### src/rtl/fp32_pkg.sv
// Shared IEEE-754 single-precision constants and types for the FFT float units
// (div_float, mul_float).
package fp32_pkg;

  localparam int FP_W      = 32;
  localparam int FP_EXP_W  = 8;
  localparam int FP_FRAC_W = 23;
  localparam int FP_MANT_W = 24;

  localparam logic [31:0] FP_QNAN    = 32'h7FC0_0000;
  localparam int          FP_BIAS    = 127;
  localparam int          FP_EXP_MAX = 255;

  typedef enum logic [1:0] {
    IDLE = 2'd0,
    DIV  = 2'd1,
    NORM = 2'd2,
    DONE = 2'd3
  } div_state_t;

  // Signed infinity or signed zero; these are the only non-NaN special encodings produced.
  function automatic logic [31:0] fp_signed_special(input logic sign, input logic is_inf);
    fp_signed_special = {sign, (is_inf ? 8'hFF : 8'h00), 23'd0};
  endfunction

endpackage

### src/rtl/fp32_unpack.sv
// Splits an fp32 word into sign/exponent/mantissa and classifies it.
// Denormals are reported as zero and carry a zero mantissa.
module fp32_unpack
  import fp32_pkg::*;
(
  input  logic [FP_W-1:0]      i_op,
  output logic                 o_sign,
  output logic [FP_EXP_W-1:0]  o_exp,
  output logic [FP_MANT_W-1:0] o_mant,
  output logic                 o_is_zero,
  output logic                 o_is_inf,
  output logic                 o_is_nan
);

  logic [FP_FRAC_W-1:0] w_frac;
  logic                 w_exp_max;

  assign o_sign    = i_op[31];
  assign o_exp     = i_op[30:23];
  assign w_frac    = i_op[22:0];
  assign w_exp_max = (o_exp == 8'hFF);

  assign o_is_zero = (o_exp == 8'h00);
  assign o_is_inf  = w_exp_max && (w_frac == 23'd0);
  assign o_is_nan  = w_exp_max && (w_frac != 23'd0);
  assign o_mant    = o_is_zero ? 24'd0 : {1'b1, w_frac};

endmodule

### src/rtl/div_float.sv
// Sequential fp32 divider: restoring radix-2 mantissa division, one quotient bit
// per clock, followed by round-to-nearest-even normalisation.
module div_float
  import fp32_pkg::*;
(
  input  logic        clk,
  input  logic        rst_n,
  input  logic        start,
  input  logic [31:0] a,
  input  logic [31:0] b,
  output logic        ready,
  output logic        done,
  output logic [31:0] result,
  output logic        div_by_zero
);

  div_state_t  r_state;
  logic [31:0] r_a;
  logic [31:0] r_b;
  logic        r_loaded;
  logic [4:0]  r_cnt;
  logic [24:0] r_rem;
  logic [23:0] r_mb;
  logic [25:0] r_q;
  logic        r_sign;
  logic [9:0]  r_diff;
  logic        r_ready;
  logic        r_done;
  logic [31:0] r_result;
  logic        r_dbz;

  logic        w_sa, w_sb;
  logic [7:0]  w_ea, w_eb;
  logic [23:0] w_ma, w_mb;
  logic        w_za, w_zb, w_ia, w_ib, w_na, w_nb;

  fp32_unpack u_unpack_a (
    .i_op      (r_a),
    .o_sign    (w_sa),
    .o_exp     (w_ea),
    .o_mant    (w_ma),
    .o_is_zero (w_za),
    .o_is_inf  (w_ia),
    .o_is_nan  (w_na)
  );

  fp32_unpack u_unpack_b (
    .i_op      (r_b),
    .o_sign    (w_sb),
    .o_exp     (w_eb),
    .o_mant    (w_mb),
    .o_is_zero (w_zb),
    .o_is_inf  (w_ib),
    .o_is_nan  (w_nb)
  );

  logic        w_sign;
  logic        w_special;
  logic [31:0] w_spec_res;
  logic        w_spec_dbz;

  assign w_sign = w_sa ^ w_sb;

  // Special-operand classification, highest priority first.
  always_comb begin
    w_special  = 1'b1;
    w_spec_res = 32'd0;
    w_spec_dbz = 1'b0;
    if (w_na || w_nb) begin
      w_spec_res = FP_QNAN;
    end else if ((w_ia && w_ib) || (w_za && w_zb)) begin
      w_spec_res = FP_QNAN;
    end else if (w_ia) begin
      w_spec_res = fp_signed_special(w_sign, 1'b1);
    end else if (w_ib || w_za) begin
      w_spec_res = fp_signed_special(w_sign, 1'b0);
    end else if (w_zb) begin
      w_spec_res = fp_signed_special(w_sign, 1'b1);
      w_spec_dbz = 1'b1;
    end else begin
      w_special  = 1'b0;
    end
  end

  logic        w_ge;
  logic [24:0] w_rem_sub;
  logic [24:0] w_rem_next;

  assign w_ge       = (r_rem >= {1'b0, r_mb});
  assign w_rem_sub  = w_ge ? (r_rem - {1'b0, r_mb}) : r_rem;
  assign w_rem_next = w_rem_sub << 1;

  logic               w_int;
  logic [22:0]        w_frac;
  logic               w_guard;
  logic               w_sticky;
  logic               w_lsb;
  logic               w_inc;
  logic               w_carry;
  logic [22:0]        w_frac_rnd;
  logic signed [10:0] w_exp_pre;
  logic signed [10:0] w_exp_fin;
  logic [31:0]        w_norm_res;

  assign w_int      = r_q[25];
  assign w_frac     = w_int ? r_q[24:2] : r_q[23:1];
  assign w_guard    = w_int ? r_q[1] : r_q[0];
  assign w_sticky   = (w_int & r_q[0]) | (r_rem != 25'd0);
  assign w_lsb      = w_frac[0];
  assign w_inc      = w_guard & (w_sticky | w_lsb);
  // A carry out of the fraction means the mantissa rounded up to 2.0; the fraction is then already zero.
  assign {w_carry, w_frac_rnd} = {1'b0, w_frac} + {23'd0, w_inc};
  assign w_exp_pre  = $signed({r_diff[9], r_diff}) + (w_int ? 11'sd127 : 11'sd126);
  assign w_exp_fin  = w_exp_pre + $signed({10'd0, w_carry});

  // Exponent range check: overflow to signed infinity, underflow flushed to signed zero.
  always_comb begin
    w_norm_res = {r_sign, w_exp_fin[7:0], w_frac_rnd};
    if (w_exp_fin >= 11'sd255) begin
      w_norm_res = fp_signed_special(r_sign, 1'b1);
    end else if (w_exp_fin <= 11'sd0) begin
      w_norm_res = fp_signed_special(r_sign, 1'b0);
    end else begin
      w_norm_res = {r_sign, w_exp_fin[7:0], w_frac_rnd};
    end
  end

  // Control FSM plus divider datapath registers.
  always_ff @(posedge clk or negedge rst_n) begin
    if (!rst_n) begin
      r_state  <= IDLE;
      r_a      <= 32'd0;
      r_b      <= 32'd0;
      r_loaded <= 1'b0;
      r_cnt    <= 5'd0;
      r_rem    <= 25'd0;
      r_mb     <= 24'd0;
      r_q      <= 26'd0;
      r_sign   <= 1'b0;
      r_diff   <= 10'd0;
      r_ready  <= 1'b1;
      r_done   <= 1'b0;
      r_result <= 32'd0;
      r_dbz    <= 1'b0;
    end else begin
      case (r_state)
        IDLE, DONE: begin
          r_done <= 1'b0;
          if (start) begin
            r_a      <= a;
            r_b      <= b;
            r_loaded <= 1'b0;
            r_ready  <= 1'b0;
            r_state  <= DIV;
          end else begin
            r_state  <= IDLE;
          end
        end
        DIV: begin
          if (!r_loaded) begin
            // The first DIV cycle resolves special operands or seeds the remainder.
            if (w_special) begin
              r_result <= w_spec_res;
              r_dbz    <= w_spec_dbz;
              r_done   <= 1'b1;
              r_ready  <= 1'b1;
              r_state  <= DONE;
            end else begin
              r_rem    <= {1'b0, w_ma};
              r_mb     <= w_mb;
              r_q      <= 26'd0;
              r_sign   <= w_sign;
              r_diff   <= {2'b00, w_ea} - {2'b00, w_eb};
              r_cnt    <= 5'd0;
              r_loaded <= 1'b1;
            end
          end else begin
            r_q   <= {r_q[24:0], w_ge};
            r_rem <= w_rem_next;
            r_cnt <= r_cnt + 5'd1;
            if (r_cnt == 5'd25) begin
              r_state <= NORM;
            end else begin
              r_state <= DIV;
            end
          end
        end
        NORM: begin
          r_result <= w_norm_res;
          r_dbz    <= 1'b0;
          r_done   <= 1'b1;
          r_ready  <= 1'b1;
          r_state  <= DONE;
        end
        default: begin
          r_state <= IDLE;
          r_ready <= 1'b1;
          r_done  <= 1'b0;
        end
      endcase
    end
  end

  assign ready       = r_ready;
  assign done        = r_done;
  assign result      = r_result;
  assign div_by_zero = r_dbz;

endmodule

### config.mk
export PLATFORM = sky130hd
export DESIGN_NAME = div_float
export DESIGN_NICKNAME = d
export VERILOG_FILES = /design/src/rtl/fp32_pkg.sv /design/src/rtl/fp32_unpack.sv /design/src/rtl/div_float.sv
export SDC_FILE = /design/constraint.sdc
export NUM_CORES = 1
export LEC_CHECK = 0
export CAP_MARGIN = 20
export CORE_ASPECT_RATIO = 1.25
export CORE_MARGIN = 5
export CORE_UTILIZATION = 53
export CTS_CLUSTER_DIAMETER = 80
export DETAILED_ROUTE_END_ITERATION = 10
export MAX_ROUTING_LAYER = met4
export PLACE_DENSITY = 0.83
export RECOVER_POWER = 25
export SLEW_MARGIN = 15
export SYNTH_ARGS = -nofsm -noshare
export SYNTH_HDL_FRONTEND = slang
export SYNTH_SLANG_ARGS = --single-unit
### constraint.sdc
create_clock -name clk -period 4.01 [get_ports clk]
set_clock_uncertainty 0.1 [all_clocks]
set_input_delay 0.6015 -clock clk [delete_from_list [all_inputs] [get_ports clk]]
set_output_delay 0.6015 -clock clk [all_outputs]
set_load 0.03 [all_outputs]
### Word-level counts from Yosys, hierarchy flattened

Index checks and enable logic that the tools add are counted.
W data, S select, Z words.

| cells by class | value |
|---|---|
| multiplexer cells | 47 |
| shift-type cells | 0 |
| add/sub/neg operators | 6 |
| eq/ne operators | 11 |
| bitwise gates (word level) | 7 |
| divide/modulo/power cells | 0 |
| multipliers | 0 |
| order comparisons | 3 |
| reductions and logical operators | 27 |

Operators by type and width:

| operator | number |
|---|---|
| $mux W32 | 7 |
| $mux W24 | 3 |
| $pmux W32 S2 | 1 |
| $mux W31 | 2 |
| $mux W26 | 2 |
| $mux W25 | 2 |
| $logic_not A23 Y1 | 2 |
| $reduce_bool A23 Y1 | 2 |
| $ge A25 B24 Y1 | 1 |
| $reduce_bool A25 Y1 | 1 |
| $add A23 B1 Y24 | 1 |
| $sub A24 B24 Y24 | 1 |
| $mux W23 | 1 |
| $mux W1 | 19 |
| $eq A8 B8 Y1 const B | 2 |
| $logic_not A8 Y1 | 2 |
| $add A11 B2 Y11 | 1 |
| $ge A11 B9 Y1 const B | 1 |
| $le A11 B1 Y1 const B | 1 |
| $add A9 B8 Y10 | 1 |
| $mux W5 | 2 |
| $reduce_and A3 Y1 | 3 |
| $sub A8 B8 Y9 | 1 |
| $ne A2 B2 Y1 const B | 4 |
| 19 further kinds | 38 |

| word-level totals | value |
|---|---|
| output and inout bits | 35 |
| input bits | 67 |
| bits in latches | 0 |
| word-level logic and storage cells | 115 |
| memories kept | 0 |
| memory bits (read-only) | 0 |
| bits in registers | 192 |
| RAM bits | 0 |

### Depth between registers and ports, before layout

Gate-level depths: netlist of the first run.

| logic depth | value |
|---|---|
| depth in word-level cells | 10 |
| gate-level depth with buffers | 20 |
| depth with buffers taken out | 15 |

### Cells and area by module

Synthesis of the first run repeated with hierarchy kept, for this count alone.

| unflattened totals | value |
|---|---|
| cells, all modules | 1241 |
| area total of the unflattened synthesis | 11626.2 um^2 |

By module, submodules not included:

| module | sequential area each (um^2) | cells each | area an instance (um^2) | instances |
|---|---|---|---|---|
| div_float | 4805.9 | 1139 | 10983.0 | 1 |
| fp32_unpack | 0.0 | 51 | 321.6 | 2 |

### Worst setup path after synthesis of the first run

OpenSTA, ideal clock, no wires.

| timing path | value |
|---|---|
| kind | register -> register |
| start | reg r_q[25] |
| end | reg r_result[22], in the netlist result[22] |
| buffers on the path | 3 |
| stages on the path, launching flop included | 18 |
| library setup time | 0.126 ns |
| setup slack | -0.037 ns |
| arrival | 3.821 ns |
| period minus slack after synthesis | 4.047 ns |
| required time | 3.784 ns |
| path through | dfrtp_1 -> buf_2 -> nand2b_1 -> a2111oi_2 -> nand2_1 -> or2_2 -> clkbuf_1 -> nor4b_1 -> ha_1 -> ha_1 -> and4b_1 -> a311oi_1 -> a311oi_1 -> or2_2 -> nand4_1 -> and3_1 -> buf_6 -> a221o_1 |

| between the ends | value |
|---|---|
| longest elaborated chain between the ends | 10 |
| elaborated cells between the ends (all ways) | 15 |
| those cells by class | 3 x add/sub; 2 x order compare; 6 x mux; 4 x bitwise |

Ends and longest elaborated chain:

| item | RTL line | text |
|---|---|---|
| start: declaration | div_float.sv:24 | `logic [25:0] r_q;` |
| start signal: assignment | div_float.sv:178 | `r_q <= {r_q[24:0], w_ge};` |
| $and A1 B1 Y1 | div_float.sv:108 | `assign w_sticky = (w_int & r_q[0]) \| (r_rem != 25'd0);` |
| $or A1 B1 Y1 | div_float.sv:108 |  |
| $or A1 B1 Y1 | div_float.sv:110 | `assign w_inc = w_guard & (w_sticky \| w_lsb);` |
| $and A1 B1 Y1 | div_float.sv:110 |  |
| $add A23 B1 Y24 | div_float.sv:112 | `assign {w_carry, w_frac_rnd} = {1'b0, w_frac} + {23'd0, w_inc};` |
| $add A11 B2 Y11 | div_float.sv:114 | `assign w_exp_fin = w_exp_pre + $signed({10'd0, w_carry});` |
| $le A11 B1 Y1 | div_float.sv:121 | `end else if (w_exp_fin <= 11'sd0) begin` |
| $mux W31 | div_float.sv:121 |  |
| $mux W31 (*) | div_float.sv:119 | `if (w_exp_fin >= 11'sd255) begin` |
| $pmux W32 S2 (*) | div_float.sv:146 | `case (r_state)` |
| end signal: assignment | div_float.sv:163 | `r_result <= w_spec_res;` |
| end signal: assignment | div_float.sv:189 | `r_result <= w_norm_res;` |
| end: declaration | div_float.sv:29 | `logic [31:0] r_result;` |

Every way passes the cells marked *; elsewhere a longest branch is shown, timed or not.
A chain may end at the register's enable or synchronous reset.

### Final worst setup path of the first run

| timing path | value |
|---|---|
| start | reg r_q[25] |
| end | reg r_result[23], in the netlist result[23] |

| between the ends | value |
|---|---|
| longest elaborated chain between the ends | 10 |
| elaborated cells between the ends (all ways) | 15 |
| those cells by class | 3 x add/sub; 2 x order compare; 6 x mux; 4 x bitwise |

Ends and longest elaborated chain:

| item | RTL line |
|---|---|
| $and A1 B1 Y1 | div_float.sv:108 |
| $or A1 B1 Y1 | div_float.sv:108 |
| $or A1 B1 Y1 | div_float.sv:110 |
| $and A1 B1 Y1 | div_float.sv:110 |
| $add A23 B1 Y24 | div_float.sv:112 |
| $add A11 B2 Y11 (*) | div_float.sv:114 |
| $le A11 B1 Y1 | div_float.sv:121 |
| $mux W31 | div_float.sv:121 |
| $mux W31 (*) | div_float.sv:119 |
| $pmux W32 S2 (*) | div_float.sv:146 |

Marks and branches as above.

==> metrics.md, run 1 <==
| Metric | Value |
|---|---|
| Cell Int Power | approximately 6.5 mW |
| Die height | 173.8 microns |
| Post-synthesis mux area share | 9.971% |
| Slew of the pin with the lowest slew margin | between 2 and 2.5 ns |
| Worst Hold Launch | ready$_DFFE_PN1P_ |
| Seq pwr share | 29.3% |
| Final WL | a little under 30 mm |
| Post-synthesis sequential area ratio | 42.23% |
| Worst setup EP type | flip-flop |
| Synth Register Bits | 192 |
| Synth Instances | 1211 |
| CTS root buf | clkbuf_16 |
| Largest net degree at the start of global routing | 99 |
| Fin crit share | 98.52% |
| H-tree depth | 4 |
| Synth cell types | 80 |
| Starting DRT DRC Count | 853 |
| Wire length per cell | 18.00 microns |
| Setup TNS Final | 0 ns |
| Startpoint types | flip-flop |
| Max FO, Critical Path | 5 |
| Initial antenna violation count | 0 |
| CTS Buf Count | 17 |
| Sink Count | 192 |
| Largest family of logic cells by synthesized area | simple AND/OR/NAND/NOR gates |
| Outcome | finished, violations left |
| Layout cell share with drive strength beyond 1 | 15.25% |
| Grt total ovfl | 0 |
| Relative slew margins | -57.22% |
| Gr usage total | 24.07% |
| R2r setup slk | 0.06 ns |
| Via density per instance | 5.940 |
| Worst r2r src | r_q[25]$_DFFE_PN0P_ |
| Comb power frac | 55.1% |
| Simple logic cell fraction of the synthesized area | between 10% and 20% |
| Max Transition Viols Final | between 90 and 100 |
| Mean cell area of the mapped netlist | 9.398 sq um |
| Pwr/cell area | approximately 860 nW/um^2 |
| CTS tree | yes |
| Post-route ant nets | 0 |
| DRC Markers | 0 |
| NetSw | 5.168 mW |
| Synth Area in Adders | between 4 and 5% |
| Hold Path Sink | ready$_DFFE_PN1P_ |
| Syn_nets | 1321 |
| Hold Crit Depth | 2 |
| Sw frac | 44.19% |
| Peak supply drop | 482.9 uV |
| PortBufs | 101 |
| Synth Area in Compound Gates | ~16% |
| WS Path Type | flip-flop to flip-flop |
| Mapped cell area | 11380 sq um |
| Max-cap violations | 1 |
| Drt first pass iters | 5 |
| Starting Density | 53.38% |
| Clk buf depth | 2 |
| CP arrival | 4.20 ns |
| Pleak | 5.841 nW |
| Top FF cell, synth | dfrtp_1 |
| Hold Crit Class | flip-flop to flip-flop |
| RSZ-0062 raised after global routing | true |
| Vias in the first global route | 9350 |
| Die area | about 25000 sq um |
| Detailed Place HPWL | 21.35 mm |
| Die Wd | roughly 140 microns |
| First-pass GRT wire length | about 47 mm |
| Num rows | 60 |
| FF-to-FF path depth | 15 |
| Ys async rst share | between 90% and 100% |
| Overall Power | about 12 mW |
| Fin worst setup slack | about 0.06 ns |
| FF-to-FF End | result[23]$_DFFE_PN0P_ |
| Period minus WS final | 3.951 ns |
| Fin nets | 1428 |
| Footprint of the multi-input gates | ~6000 sq um |
| XOR/XNOR Fraction of Synth Area | just under 5% |
| Area growth syn-to-layout | 19.71% |
| Final hold slack | around 0.36 ns |
| ANT cells | 0 |
| Clock Latency Late Sink | 0.43 ns |
| Clk slew on worst S/H paths | 0.07 ns |
| GPL Wtd Cong | between 0.9 and 1 |
| CP startpoint | r_q[25]$_DFFE_PN0P_ |
| Final hold violation count | 0 |
| Core area | 21320 sq um |
| Setup WS pre-CTS | -0.05345 ns |
| Failing checks | capacitance limit, slew limit |
| Fill cells | 1710 |
| # setup viols final | 0 |
| Fin util | 63.90% |
| Share of power burned in the clock network | 15.6% |
| Synth Warn # | 0 |
| Register area | about 4800 sq um |
| Max Clk Rate | 253.1 MHz |
| IO Count | 102 |
| Worst EP required | about 4.3 ns |
| Routed vias | between 9k and 10k |
| Post-synth EDFFs | 0 |
-- layout by cell type, fill, tap and decap left out, types with 5 or more instances in the layout --
master and n:
a22oi_1 5, nand3_1 55, nor4_1 22, xnor2_1 26
ha_1 40, nor2_1 66, buf_4 55, o21bai_1 5
a21o_1 14, o21ai_0 73, inv_1 56, o31ai_1 6
a22o_1 22, o21a_1 6, clkdlybuf4s50_1 100, o22ai_1 10
nand2b_1 13, xor2_1 35, o41ai_1 5, mux2i_1 29
nor2b_1 16, and2_1 5, or3_1 8, clkbuf_16 17
or4_1 5, nand4_1 17, nand2_1 152, a211oi_1 11
a21oi_1 51, nor3_1 19, a31oi_1 9, mux2_2 75
dfrtp_1 190
-- Yosys cell counts (4+ instances only) --
library cell | instances | area share, %
mux2_2 | 75 | 7.4
o21bai_1 | 5 | 0.33
a22o_1 | 22 | 1.7
a311oi_1 | 4 | 0.31
dfrtp_1 | 191 | 42
nand2_1 | 153 | 5.0
or3_1 | 8 | 0.44
o31ai_1 | 6 | 0.40
buf_6 | 4 | 0.40
a21o_1 | 14 | 0.92
inv_1 | 56 | 1.8
o21ai_0 | 75 | 3.3
or4_1 | 5 | 0.33
nor4_1 | 23 | 1.3
a31oi_1 | 10 | 0.55
nor2b_1 | 17 | 0.93
a21oi_1 | 52 | 2.3
o22ai_1 | 10 | 0.55
ha_1 | 41 | 4.5
nor2_1 | 67 | 2.2
buf_2 | 8 | 0.35
clkbuf_1 | 51 | 1.7
nand2b_1 | 14 | 0.77
nor3_1 | 19 | 0.84
nand3_1 | 55 | 2.4
a211oi_1 | 11 | 0.73
buf_1 | 6 | 0.20
and2_1 | 5 | 0.27
or2_2 | 4 | 0.22
o41ai_1 | 5 | 0.38
nand4_1 | 17 | 0.93
mux2i_1 | 29 | 2.6
a22oi_1 | 5 | 0.33
xnor2_1 | 26 | 2.0
o21a_1 | 6 | 0.40
xor2_1 | 35 | 2.7
and3_1 | 4 | 0.22
a31o_2 | 4 | 0.31
-- timing repair --
action                                  4_1_cts  5_1_grt
buffers inserted                              2        5
endpoints found under the setup margin       27       29
resized for setup                             2       15
pin swaps                                     0        9
hold buffers                                  0        0
-- worst max-delay path, cell delays in order, from the launching register on --
cell       delay [ns]
dfrtp_2          0.42
buf_12           0.14
nand2b_4         0.15
a2111oi_4        0.38
nand2_1          0.14
or2_4            0.27
nor4b_4          0.26
ha_2             0.22
ha_1             0.16
and4b_1          0.26
a31o_2           0.16
a311oi_2         0.12
or2_2            0.35
o41ai_1          0.35
a31oi_1          0.20
o21ai_0          0.20
-- layout make-up --
cell class,count,area share (%)
clock buffers,19,3.178
clock inverters,13,1.451
inverters,56,1.543
well taps,279,2.562
multi-input cells,890,45.06
flip-flops and latches,192,35.28
repair buffers,161,10.92
-- sequential cells by signal, indices dropped and copies added, names as in the netlist --
signal       count
div_by_zero      1
done             1
r_a             32
r_b             32
r_cnt            5
r_diff           9
r_loaded         1
r_mb            24
r_q             26
r_rem           25
r_sign           1
r_state          2
ready            1
result          32
-- power by group through the flow --
stage	registers, mW	logic, mW	clock network (mW)
floorplan	3.21	4.73	0
global placement	3.40	6.15	0
detailed placement	3.43	6.29	0
CTS	3.41	6.36	1.86
global route	3.51	7.10	1.94
finish	3.43	6.44	1.83
-- metal layers --
layer | global-route usage (%) | vias to the layer above | wire length [microns]
li1 | - | 4545 | -
met1 | 29.01 | 4614 | 11760
met2 | 41.38 | 338 | 14960
met3 | 3.532 | 67 | 1383
met4 | 7.795 | 0 | 871
met5 | - | - | 0
-- how the worst max path moves through the flow --
stage                     depth (start not counted)  slack [ns]                     end
final                                            15        0.06  result[23]$_DFFE_PN0P_
after global routing                             19       -0.11   result[5]$_DFFE_PN0P_
after CTS                                        14        0.05  result[24]$_DFFE_PN0P_
after detailed placement                         14       -0.05  result[25]$_DFFE_PN0P_
after global placement                           15        0.02   result[1]$_DFFE_PN0P_
after floorplan                                  18       0.008  result[22]$_DFFE_PN0P_
-- kinds of logic after synthesis --
kind of cell,after synthesis
compound gates,271
fa+ha+maj,43
buf+inv,129
xor+xnor,62
flops,192
mux,104
simple gates,410
-- metrics by stage --
step / instance area (sq um) / cells
3_5_place_dp: 12880 / 1572
5_1_grt: 13620 / 1610
6_report: 13620 / 1610
4_1_cts: 13530 / 1606
2_1_floorplan: 11400 / 1211
3_3_place_gp: 12880 / 1572
Power figures use the tool's default switching activity.
==> inputs of run 2 (changes only) <==
--- a/config.mk
+++ b/config.mk
@@ -5,14 +5,16 @@
 export SDC_FILE = /design/constraint.sdc
 export NUM_CORES = 1
 export LEC_CHECK = 0
+export ABC_CLOCK_PERIOD_IN_PS = 4010
 export CAP_MARGIN = 20
 export CORE_ASPECT_RATIO = 1.25
 export CORE_MARGIN = 5
-export CORE_UTILIZATION = 53
+export CORE_UTILIZATION = 54
+export CTS_BUF_LIST = sky130_fd_sc_hd__clkbuf_4
 export CTS_CLUSTER_DIAMETER = 80
 export DETAILED_ROUTE_END_ITERATION = 10
 export MAX_ROUTING_LAYER = met4
-export PLACE_DENSITY = 0.83
+export PLACE_DENSITY = 0.84
 export RECOVER_POWER = 25
 export SLEW_MARGIN = 15
 export SYNTH_ARGS = -nofsm -noshare
==> metrics.md, run 2 (synthesis gave the netlist of run 1 again) <==
| Metric | Value |
|---|---|
| IO Count | 102 |
| Relative slew margins | -41.35% |
| Max Clk Rate | 257.5 MHz |
| FF-to-FF path depth | 18 |
| # setup viols final | 0 |
| Final hold slack | 0.3723 ns |
| Peak supply drop | 448.1 uV |
| DRC Markers | 0 |
| Max Transition Viols Final | 88 |
| Failing checks | capacitance limit, slew limit |
| Detailed Place HPWL | about 21 mm |
| Final hold violation count | 0 |
| WS Path Type | flip-flop to flip-flop |
| Area growth syn-to-layout | 16.95% |
| Core area | 20820 sq um |
| Vias in the first global route | 9366 |
| GPL Wtd Cong | 0.9055 |
| Most frequent cells in the layout | 190 x dfrtp_1, 152 x nand2_1, 100 x clkdlybuf4s50_1, 75 x mux2_2, 70 x o21ai_0 |
| PortBufs | 101 |
| First-pass GRT wire length | 46.13 mm |
| Hold Crit Depth | 2 |
| CP arrival | 4.32 ns |
| Max FO, Critical Path | 6 |
| Pleak | 5.693 nW |
| Post-route ant nets | 0 |
| CTS Buf Count | 17 |
| Startpoint types | flip-flop |
| Starting Density | 54.67% |
| FF-to-FF End | result[23]$_DFFE_PN0P_ |
| Clk slew on worst S/H paths | between 0.15 and 0.2 ns |
| Most common cell after layout, fill and taps aside | dfrtp_1 |
| Die Wd | 139.9 microns |
| Initial antenna violation count | 1 |
| CTS root buf | clkbuf_4 |
| Fill cells | around 1.7k |
| Via density per instance | 5.952 |
| Worst setup EP type | flip-flop |
| CP startpoint | r_q[25]$_DFFE_PN0P_ |
| Grt total ovfl | 0 |
| Worst EP required | between 4 and 5 ns |
| Period minus WS final | 3.884 ns |
| Clk buf depth | 2 |
| Die height | about 170 microns |
| H-tree depth | 4 |
| Max-cap violations | 1 |
| Outcome | finished, violations left |
| R2r setup slk | 0.13 ns |
| Routed vias | roughly 9.5k |
| Hold Crit Class | flip-flop to flip-flop |
| Final WL | 28.33 mm |
| Starting DRT DRC Count | 909 |
| Wire length per cell | 17.66 microns |
| Gr usage total | 24.13% |
| Num rows | roughly 60 |
| Largest net degree at the start of global routing | roughly 90 |
| Worst r2r src | r_q[25]$_DFFE_PN0P_ |
| Fin crit share | 96.85% |
| CTS tree | yes |
| Pwr/cell area | 823.1 nW/um^2 |
| Fin nets | 1427 |
| Setup TNS Final | 0 ns |
| Setup crit end | result[23]$_DFFE_PN0P_ |
| Clock Latency Late Sink | between 0.6 and 0.7 ns |
| Layout cell share with drive strength beyond 1 | 15.43% |
| Drt first pass iters | 5 |
| Sink Count | 192 |
| Die area | roughly 24000 sq um |
| Slew of the pin with the lowest slew margin | 2.120 ns |
==> run 2: cell types whose count changed in the layout (fill, tap and decap cells not counted), moves of 2 or more <==
cell       delta
clkinv_2      +2
xnor2_2       +2
o21ai_0       -3
clkbuf_16    -17
clkbuf_4     +19
o21ai_1       +3
buf_4         -2
clkbuf_1      -3
xnor2_1       -2
==> run 2: timing repair <==
item,4_1_cts,5_1_grt
hold endpoints to repair,84,0
pin swaps,6,11
setup endpoints to repair,26,30
hold buffers,1,0
buffers inserted,5,5
resized for setup,6,18
==> run 2: metal layers <==
metal	vias to the layer above	track usage, %	wire length, microns
met3	73	3.845	1384
met4	0	9.145	901
li1	4549	-	-
met2	302	42.43	14540
met1	4623	27.97	11490
met5	-	-	0
==> run 2: power by group <==
| group | switching, mW | internal (mW) | total, mW |
|---|---|---|---|
| Sequential | 0.755 | 2.66 | 3.41 |
| Combinational | 3.61 | 2.81 | 6.42 |
| Clock | 0.682 | 0.438 | 1.12 |
==> run 2: worst min path at each step <==
stage / start / to / slack, ns
6_report: ready$_DFFE_PN1P_ / ready$_DFFE_PN1P_ / 0.37
3_5_place_dp: r_mb[23]$_DFFE_PN0P_ / r_mb[23]$_DFFE_PN0P_ / 0.35
3_3_place_gp: r_mb[23]$_DFFE_PN0P_ / r_mb[23]$_DFFE_PN0P_ / 0.33
4_1_cts: ready$_DFFE_PN1P_ / ready$_DFFE_PN1P_ / 0.38
2_1_floorplan: rst_n / div_by_zero$_DFFE_PN0P_ / 0.21
5_1_grt: ready$_DFFE_PN1P_ / ready$_DFFE_PN1P_ / 0.41
==> run 2: critical path, cell delays in order (launching register included) <==
cell	delay (ns)
dfrtp_2	0.45
buf_12	0.14
nand2b_1	0.18
a2111oi_4	0.35
nand2_1	0.15
or2_4	0.30
nor4b_4	0.22
ha_2	0.23
ha_1	0.16
buf_4	0.13
xor3_1	0.18
nand3_1	0.11
a21oi_2	0.13
o21ai_2	0.09
buf_4	0.14
buf_4	0.13
o41ai_4	0.32
a31oi_2	0.16
o21ai_1	0.16
==> run 2: layout make-up <==
| class | instances | area (sq um) | area share (%) |
|---|---|---|---|
| antenna | 1 | 2.502 | 0.01880 |
| clock buffer | 18 | 135.1 | 1.015 |
| clock inverter | 13 | 161.4 | 1.213 |
| inverter | 56 | 210.2 | 1.579 |
| multi-input combinational | 890 | 6165 | 46.31 |
| sequential | 192 | 4807 | 36.12 |
| tap | 274 | 342.8 | 2.576 |
| timing repair buffer | 160 | 1486 | 11.17 |
==> run 2: metrics by stage <==
step	total power, mW	instances	util [%]	instance area (sq um)	setup WS [ns]
2_1_floorplan	7.941	1211	-	11400	0.007917
3_3_place_gp	9.460	1561	61.67	12840	0.04074
3_5_place_dp	9.638	1561	61.67	12840	-0.05647
4_1_cts	10.79	1598	63.45	13210	0.03461
5_1_grt	11.77	1604	63.94	13310	-0.04707
6_report	10.96	1604	63.94	13310	0.1261
